$ cat src/rtl/bubble_power_sequencer.sv
// ---------------------------------------------------------------------------
// bubble_power_sequencer
//
// Host-side power sequencer for the bubble memory cartridge. Holds
// power_good low for a settle period after a start request, then raises it
// and waits for the cartridge READY line (temperature_low). READY is
// synchronized and debounced before use. Once READY is stable the host is
// told it may proceed (host_ready). A missing READY (timeout) or a READY
// dropout while running raises a sticky fault.
//
// Optional feature: define AUTO_RETRY_EN to let the sequencer re-cycle power
// automatically (up to MAX_RETRIES times, with a BACKOFF pause) after a
// fault. Without the macro a fault is terminal until start is dropped.
//
// Ports
//   master_clock     in   1  system clock
//   reset            in   1  synchronous, active-high reset
//   start            in   1  level request to power up and run the cartridge
//   temperature_low  in   1  cartridge READY, asynchronous
//   power_good       out  1  power-good to the cartridge
//   host_ready       out  1  cartridge up and READY stable
//   fault            out  1  sticky fault flag (cleared only in IDLE)
//   fault_code       out  2  00 none, 01 READY timeout, 10 READY dropout
//   retry_count      out  4  automatic retries used since the last IDLE
//   state_out        out  3  FSM state, for debug
// ---------------------------------------------------------------------------
module bubble_power_sequencer #(
  parameter int SETTLE_CYCLES  = 64,
  parameter int READY_TIMEOUT  = 1024,
  parameter int READY_FILTER   = 4,
  parameter int MAX_RETRIES    = 2,
  parameter int BACKOFF_CYCLES = 128
) (
  input  logic       master_clock,
  input  logic       reset,
  input  logic       start,
  input  logic       temperature_low,
  output logic       power_good,
  output logic       host_ready,
  output logic       fault,
  output logic [1:0] fault_code,
  output logic [3:0] retry_count,
  output logic [2:0] state_out
);

  function automatic int max2(input int a, input int b);
    return (a > b) ? a : b;
  endfunction

  localparam int CNT_MAX  = max2(max2(SETTLE_CYCLES, READY_TIMEOUT), BACKOFF_CYCLES);
  localparam int CNT_W    = $clog2(CNT_MAX) + 1;
  localparam int FILT_W   = $clog2(READY_FILTER) + 1;

  localparam logic [CNT_W-1:0]  L_SETTLE_END  = CNT_W'(SETTLE_CYCLES - 1);
  localparam logic [CNT_W-1:0]  L_TIMEOUT_END = CNT_W'(READY_TIMEOUT - 1);
  localparam logic [CNT_W-1:0]  L_BACKOFF_END = CNT_W'(BACKOFF_CYCLES - 1);
  localparam logic [CNT_W-1:0]  L_CNT_ONE     = CNT_W'(1);
  localparam logic [FILT_W-1:0] L_FILT_END    = FILT_W'(READY_FILTER - 1);
  localparam logic [FILT_W-1:0] L_FILT_ONE    = FILT_W'(1);
  localparam logic [3:0]        L_MAX_RETRIES = 4'(MAX_RETRIES);

`ifdef AUTO_RETRY_EN
  localparam bit L_AUTO_RETRY = 1'b1;
`else
  // FAULT is terminal; BACKOFF can never be entered.
  localparam bit L_AUTO_RETRY = 1'b0;
`endif

  typedef enum logic [2:0] {
    S_IDLE       = 3'd0,
    S_SETTLE     = 3'd1,
    S_WAIT_READY = 3'd2,
    S_RUN        = 3'd3,
    S_FAULT      = 3'd4,
    S_BACKOFF    = 3'd5
  } state_t;

  state_t              r_state;
  state_t              w_next;
  logic [CNT_W-1:0]    r_cnt;
  logic [2:0]          r_sync;
  logic                r_filt;
  logic [FILT_W-1:0]   r_fcnt;
  logic                w_rdy_sync;

  // Saturating increments: counters stick at all-ones instead of wrapping.
  function automatic logic [CNT_W-1:0] cnt_inc(input logic [CNT_W-1:0] v);
    return (&v) ? v : (v + L_CNT_ONE);
  endfunction

  function automatic logic [3:0] retry_inc(input logic [3:0] v);
    return (&v) ? v : (v + 4'd1);
  endfunction

  assign w_rdy_sync = r_sync[2];
  assign state_out  = r_state;

  // Next-state logic. Dropping start overrides every other transition.
  always_comb begin
    w_next = r_state;
    if (!start) begin
      w_next = S_IDLE;
    end else begin
      case (r_state)
        S_IDLE:       w_next = S_SETTLE;
        S_SETTLE:     if (r_cnt == L_SETTLE_END) w_next = S_WAIT_READY;
        // A READY arriving on the timeout cycle still wins.
        S_WAIT_READY: begin
          if (r_filt)                      w_next = S_RUN;
          else if (r_cnt == L_TIMEOUT_END) w_next = S_FAULT;
        end
        S_RUN:        if (!r_filt) w_next = S_FAULT;
        S_FAULT:      if (L_AUTO_RETRY && (retry_count < L_MAX_RETRIES)) w_next = S_BACKOFF;
        S_BACKOFF:    if (r_cnt == L_BACKOFF_END) w_next = S_SETTLE;
        default:      w_next = S_IDLE;
      endcase
    end
  end

  // State, counters, READY conditioning and registered outputs.
  // Outputs are decoded from the next state so they change on the same edge
  // as the state itself (e.g. power_good drops with the abort edge).
  always_ff @(posedge master_clock) begin
    if (reset) begin
      r_state     <= S_IDLE;
      r_cnt       <= '0;
      r_sync      <= '0;
      r_filt      <= 1'b0;
      r_fcnt      <= '0;
      power_good  <= 1'b0;
      host_ready  <= 1'b0;
      fault       <= 1'b0;
      fault_code  <= 2'b00;
      retry_count <= 4'd0;
    end else begin
      r_sync <= {r_sync[1:0], temperature_low};

      // Symmetric debounce: READY_FILTER consecutive opposite samples flip
      // the filtered value; any agreeing sample restarts the count.
      if (w_rdy_sync != r_filt) begin
        if (r_fcnt == L_FILT_END) begin
          r_filt <= ~r_filt;
          r_fcnt <= '0;
        end else begin
          r_fcnt <= r_fcnt + L_FILT_ONE;
        end
      end else begin
        r_fcnt <= '0;
      end

      r_state <= w_next;
      // One shared timer, restarted on every state change.
      r_cnt   <= (w_next != r_state) ? '0 : cnt_inc(r_cnt);

      power_good <= (w_next == S_WAIT_READY) || (w_next == S_RUN);
      host_ready <= (w_next == S_RUN);

      if (w_next == S_IDLE) begin
        fault       <= 1'b0;
        fault_code  <= 2'b00;
        retry_count <= 4'd0;
      end else begin
        // fault and fault_code stay latched through BACKOFF and retries.
        if ((w_next == S_FAULT) && (r_state != S_FAULT)) begin
          fault      <= 1'b1;
          fault_code <= (r_state == S_RUN) ? 2'b10 : 2'b01;
        end
        if ((r_state == S_BACKOFF) && (w_next == S_SETTLE)) begin
          retry_count <= retry_inc(retry_count);
        end
      end
    end
  end

endmodule
$ cat config.mk
export PLATFORM = sky130hd
export DESIGN_NAME = bubble_power_sequencer
export DESIGN_NICKNAME = d
export VERILOG_FILES = /design/src/rtl/bubble_power_sequencer.sv
export SDC_FILE = /design/constraint.sdc
export NUM_CORES = 1
export LEC_CHECK = 0
export CAP_MARGIN = 15
export CORE_UTILIZATION = 40
export DETAILED_ROUTE_END_ITERATION = 16
export DONT_BUFFER_PORTS = 1
export SKIP_LAST_GASP = 1
export SLEW_MARGIN = 20
export SYNTH_ARGS = -nofsm -noshare
export SYNTH_HDL_FRONTEND = slang
export SYNTH_SLANG_ARGS = --single-unit
$ cat constraint.sdc
create_clock -name master_clock -period 2.65 [get_ports master_clock]
set_input_delay 0.53 -clock master_clock [delete_from_list [all_inputs] [get_ports master_clock]]
set_output_delay 0.53 -clock master_clock [all_outputs]
set_load 0.02 [all_outputs]
# Yosys cells after proc, flatten, opt, wreduce, memory -nomap -nowiden
# Cells that the tools add are included.
[totals] input_bits=4 ff_bits=30 output_inout_bits=12
[classes] add_sub_neg=3 eq_ne=16 muxes=8 bitwise_logic=3 n_reduce_logical=12
[ops] operator="two-way mux 3 bit" n=6
[ops] operator="case mux 3 bit (6 select lines)" n=1
[ops] operator="equality test 3 x 2 -> 1 bit (second input constant)" n=5
[ops] operator="adder 11 x 1 -> 11 bit (second input constant)" n=1
[ops] operator="equality test 11 x 10 -> 1 bit (second input constant)" n=1
[ops] operator="equality test 11 x 6 -> 1 bit (second input constant)" n=1
[ops] operator="equality test 11 x 7 -> 1 bit (second input constant)" n=1
[ops] operator="AND reduction 11 bit" n=1
[ops] operator="equality test 3 bit (second input constant)" n=3
[ops] operator="equality test 3 x 1 -> 1 bit (second input constant)" n=2
[ops] operator="zero test 3 bit" n=2
[ops] operator="adder 4 x 1 -> 4 bit (second input constant)" n=1
[ops] operator="AND reduction 2 bit" n=2
[ops] operator="AND reduction 4 bit" n=1
[ops] operator="OR reduction 2 bit" n=2
[ops] operator="adder 3 x 1 -> 3 bit (second input constant)" n=1
[ops] operator="inequality test 3 bit" n=1
[ops] operator="inequality test 3 bit (second input constant)" n=1
[ops] operator="NOT 1 bit" n=3
[ops] operator="OR reduction 3 bit" n=1
[ops] operator="logical AND 1 bit" n=2
[ops] operator="two-way mux 2 bit" n=1
[ops] operator="logical OR 1 bit" n=1
[ops] operator="inequality test 1 bit" n=1

# Depth between registers and ports, before layout
[depth] ltp_word=8 depth_mapped=8

# Least setup slack after synthesis
# Ideal clock, no wire load.
[synth_timing] kind="reg-to-reg" startpoint="register r_state[2] (netlist: state_out[2])" endpoint="register fault_code[1]" arrival_ns=2.030 path_buffers=1 setup_ns=0.115 slack_ns=0.505 path_stages_with_launch=7 path_cell_list="dfxtp_1 -> buf_6 -> or4b_1 -> or4_4 -> a211oi_4 -> a21boi_0 -> o21ba_1"
[synth_via] elab_chain_len=6 word_cells_on_any_way=19
[synth_rtl] element="start, declared" line_no="78" source="state_t r_state;"
[synth_rtl] element="start signal, assigned" line_no="151" source="r_state <= w_next;"
[synth_rtl] element="two-way mux 3 bit" line_no="110" source="else if (r_cnt == L_TIMEOUT_END) w_next = S_FAULT;"
[synth_rtl] element="two-way mux 3 bit" line_no="109" source="if (r_filt) w_next = S_RUN;"
[synth_rtl] element="case mux 3 bit (6 select lines)" line_no="104" source="case (r_state)"
[synth_rtl] element="two-way mux 3 bit" line_no="101" source="if (!start) begin"
[synth_rtl] element="equality test 3 bit / zero test 3 bit (equally long branches)" line_no="164, 158"
[synth_rtl] element="logical AND 1 bit / OR reduction 2 bit (equally long branches)"
[synth_rtl] element="end signal, assigned" line_no="166" source="fault_code <= (r_state == S_RUN) ? 2'b10 : 2'b01;"
[synth_rtl] element="end, declared" line_no="41" source="output logic [1:0] fault_code,"
# Parallel ways exist; a longest one is shown, timed or not.
# A chain may end at the register's enable or synchronous reset.

# Worst setup path after layout
# Same ends and word-level chain as after synthesis.

==> impl_metrics.yaml <==
sta:
  fmaxAchievable_mhz: 451
  clock_skew_ns: 0.00655
  setup_repair_after_global_routing_missed_its_margin: "no"
  min_tclk_post_route_ns: 2.22
  timing.final.crit_share: 0.836
  slew-limit-headroom: 0.644
  finalHoldViolCount: 0
  finalSetupViolCount: 0
  fin_ws_ns: 0.435
  worstMarginPinSlew_ns: 0.529
  maxSlewViolCount: 0
  fin_tns_setup_ns: 0
floorplan:
  dieWidth_um: 61.4
  floorplan.initialDensity: 0.420
  design.die.area_um2: 3770
  floorplan.die.height_um: 61.4
  core_um2: 3360
  core.rowCount: 21
  boundaryPins: 16
clock_tree:
  ctsHtreeMaxLevel: 2
  cts-root-to-sink-buffers: 2
  cts-resized-gates: 0
  postCtsSetupBuffers: 0
  worst_skew_pair.late_latency_ns: 0.32
  number_of_hold_repair_buffers_added_at_the_cts_stage: 0
  numClockSinks: 30
  tritoncts.num_buffers: 5
  clk_transition_reported_paths_ns: 0.09
  ctsRootBufferMaster: "sky130_fd_sc_hd__clkbuf_4"
  tritoncts_clock_tree: "yes"
synth:
  synthesis.nets: 167
  ys_ff_latch: 30
  synth_seq_area_share: 0.425
  yosys_warnings: 0
  netlist_top_cells_area: "sky130_fd_sc_hd__dfxtp_1 43%, sky130_fd_sc_hd__nor2_1 6.9%, sky130_fd_sc_hd__a21oi_1 3.5%, sky130_fd_sc_hd__ha_1 3.5%, sky130_fd_sc_hd__xor2_1 3.1%"
  synthesis.area_per_instance_um2: 8.88
  share_of_yosys_cell_area_claimed_by_the_top_area_cell_type: 0.425
  synth-edff-count: 0
  synth-xor-area-share: 0.0558
  synthArstFlopShare: 0
  synth_most_common_cell: "sky130_fd_sc_hd__dfxtp_1"
  synthMuxAreaShare: 0.0213
  ys.flop_type: "sky130_fd_sc_hd__dfxtp_1"
  synth-compound-area-share: 0.135
  arithmetic_cell_share_of_the_synthesized_area_counting_full_adders_half_adders_and_majority_gates: 0.0354
  synth_largest_area_cell: "sky130_fd_sc_hd__dfxtp_1"
  post_synth_and_or_nand_nor_area_fraction: 0.272
  synth.cell_area_um2: 1410
  yosys.cell_types.count: 45
  post_synth_inst_count: 159
  synth_top_family_by_area: "simple AND/OR/NAND/NOR gates"
  synthTopCellsByCount: "30 x sky130_fd_sc_hd__dfxtp_1, 26 x sky130_fd_sc_hd__nor2_1, 10 x sky130_fd_sc_hd__a21oi_1, 7 x sky130_fd_sc_hd__inv_1, 7 x sky130_fd_sc_hd__nand3_1"
critical_path:
  critical_path_class: "reg2reg"
  highest_delay_cell_along_the_critical_path: "sky130_fd_sc_hd__or4_4"
  timing.critical_path.from_type: "register"
  critical_path_arrival_ns: 2.44
  critical-path-max-stage-delay_ns: 0.54
  critPathRequiredTime_ns: 2.87
  path_cells: "or4b_1, or4_4, a211oi_4, a21boi_0, o21ba_1"
  worstSetupEndpointType: "register"
  critical_path_peak_fanout: 11
placed_design:
  dp.final_hpwl_um: 1970
  buffer_ports.inserted: 0
  post-place-cells: 200
  placed_cell_area_um2: 1430
  globalplace.congestion: 0.802
  detailedPlace.worstSlack_ns: 0.443
global_routing:
  vias_in_the_first_global_route: 993
  grt_first_pass_wirelength_um: 4250
  global_route.usage.total: 0.157
  grt_start_max_net_pins: 13
  grt_overflow_total: 0
  antenna_found_initial: 0
routing:
  viasPerCell: 5.41
  drt_first_pass_iters: 4
  routed_wirelength_um: 2650
  route.detailed.wl_per_inst_um: 12.8
  post-route-drc-count: 0
  drt_first_iter_violations: 67
  routed-via-count: 1119
  ant_nets: 0
layout:
  layout.cells.non_filler: 207
  seqCellArea_um2: 601
  syn2layout_area_growth_pct: 4.61
  layout-drive-gt1-share: 0.0807
  insertedDiodeCount: 0
  fin_area_um2: 1480
  num-fill-cells: 356
  design.final.nets: 169
  multi_input_area_um2: 733
job:
  drv_cap: 0
power_and_ir_drop:
  power-per-cell-area_nw_per_um2: 488
  ir_drop_mv: 0.240
  power_mw: 0.720
  power.leakage_nw: 0.531
min_path:
  worstHoldPathType: "in2reg"
status:
  status: "completed"
layer usage:
| metal | global-route usage | up-vias | share of wire |
|---|---|---|---|
| met5 | 0 | - | 0 |
| met4 | 0.0857 | 0 | 0.022 |
| met3 | 0.0462 | 6 | 0.044 |
| met2 | 0.255 | 30 | 0.47 |
| met1 | 0.187 | 516 | 0.46 |
| li1 | - | 567 | - |
worst paths after layout:
path | startpoint | end | slack, ns | cells after the start
min reg2reg | r_fcnt[0]$_SDFF_PP0_ | r_fcnt[0]$_SDFF_PP0_ | 0.44 | 1
max reg2reg | state_out[2]$_SDFF_PP0_ | fault_code[1]$_SDFFE_PP0P_ | 0.43 | 5
min | reset | r_sync[2]$_SDFF_PP0_ | 0.27 | 1
max | state_out[2]$_SDFF_PP0_ | fault_code[1]$_SDFFE_PP0P_ | 0.43 | 5
power breakdown:
part / internal [mW] / leakage, nW / switching (mW)
Clock: 0.0998 / 0.0254 / 0.138
Sequential: 0.455 / 0.243 / 0.00303
Combinational: 0.00931 / 0.263 / 0.0151
per-stage QoR:
step / hold slack [ns] / utilization
final: 0.272 / 0.439
after global routing: 0.249 / 0.439
after CTS: 0.255 / 0.439
after detailed placement: 0.431 / 0.426
after global placement: 0.408 / 0.426
after floorplan: 0.399 / -
cell families (layout without fill, tap and decap cells):
kind of cell    Yosys count  in the layout
flops                    30             30
simple gates             72             72
xor+xnor                  9              9
mux                       3              3
compound gates           27             27
buf+inv                  14             16
fa+ha+maj                 4              4
area by class of cell:
type                    instances  area share
multi-input cells             115       0.496
flip-flops and latches         30       0.406
well taps                      46      0.0389
clock buffers                   7      0.0305
inverters                       7      0.0178
repair buffers                  2      0.0102
placed cells by master (no fill, tap or decap), types with 2 or more instances in the layout:
| master | Yosys | final |
|---|---|---|
| sky130_fd_sc_hd__xor2_1 | 5 | 5 |
| sky130_fd_sc_hd__inv_1 | 7 | 7 |
| sky130_fd_sc_hd__and4_1 | 2 | 2 |
| sky130_fd_sc_hd__nor3_1 | 6 | 6 |
| sky130_fd_sc_hd__a21o_1 | 2 | 2 |
| sky130_fd_sc_hd__xnor2_1 | 4 | 4 |
| sky130_fd_sc_hd__o21ai_0 | 3 | 3 |
| sky130_fd_sc_hd__or3_1 | 2 | 2 |
| sky130_fd_sc_hd__nor2_1 | 26 | 26 |
| sky130_fd_sc_hd__dfxtp_1 | 30 | 30 |
| sky130_fd_sc_hd__clkbuf_1 | 3 | 2 |
| sky130_fd_sc_hd__nor4_1 | 2 | 2 |
| sky130_fd_sc_hd__nand3_1 | 7 | 7 |
| sky130_fd_sc_hd__ha_1 | 4 | 4 |
| sky130_fd_sc_hd__nor2b_1 | 5 | 5 |
| sky130_fd_sc_hd__mux2i_1 | 3 | 3 |
| sky130_fd_sc_hd__a21oi_1 | 10 | 10 |
| sky130_fd_sc_hd__nand4_1 | 6 | 6 |
| sky130_fd_sc_hd__nand2_1 | 5 | 5 |
| sky130_fd_sc_hd__clkbuf_4 | 0 | 5 |
| sky130_fd_sc_hd__buf_4 | 0 | 2 |
sequential cells by signal, indices dropped and copies added, names as in the netlist:
| name | flops |
|---|---|
| r_sync | 3 |
| host_ready | 1 |
| power_good | 1 |
| state_out | 3 |
| r_fcnt | 3 |
| retry_count | 4 |
| r_cnt | 11 |
| fault | 1 |
| r_filt | 1 |
| fault_code | 2 |
critical path, delay by kind of cell, from the launching register on:
kind	cells	cell delay, ns
simple gates	2	1.07
compound gates	3	0.58
flops	1	0.46
No activity file was read; power rests on OpenSTA's default activity.
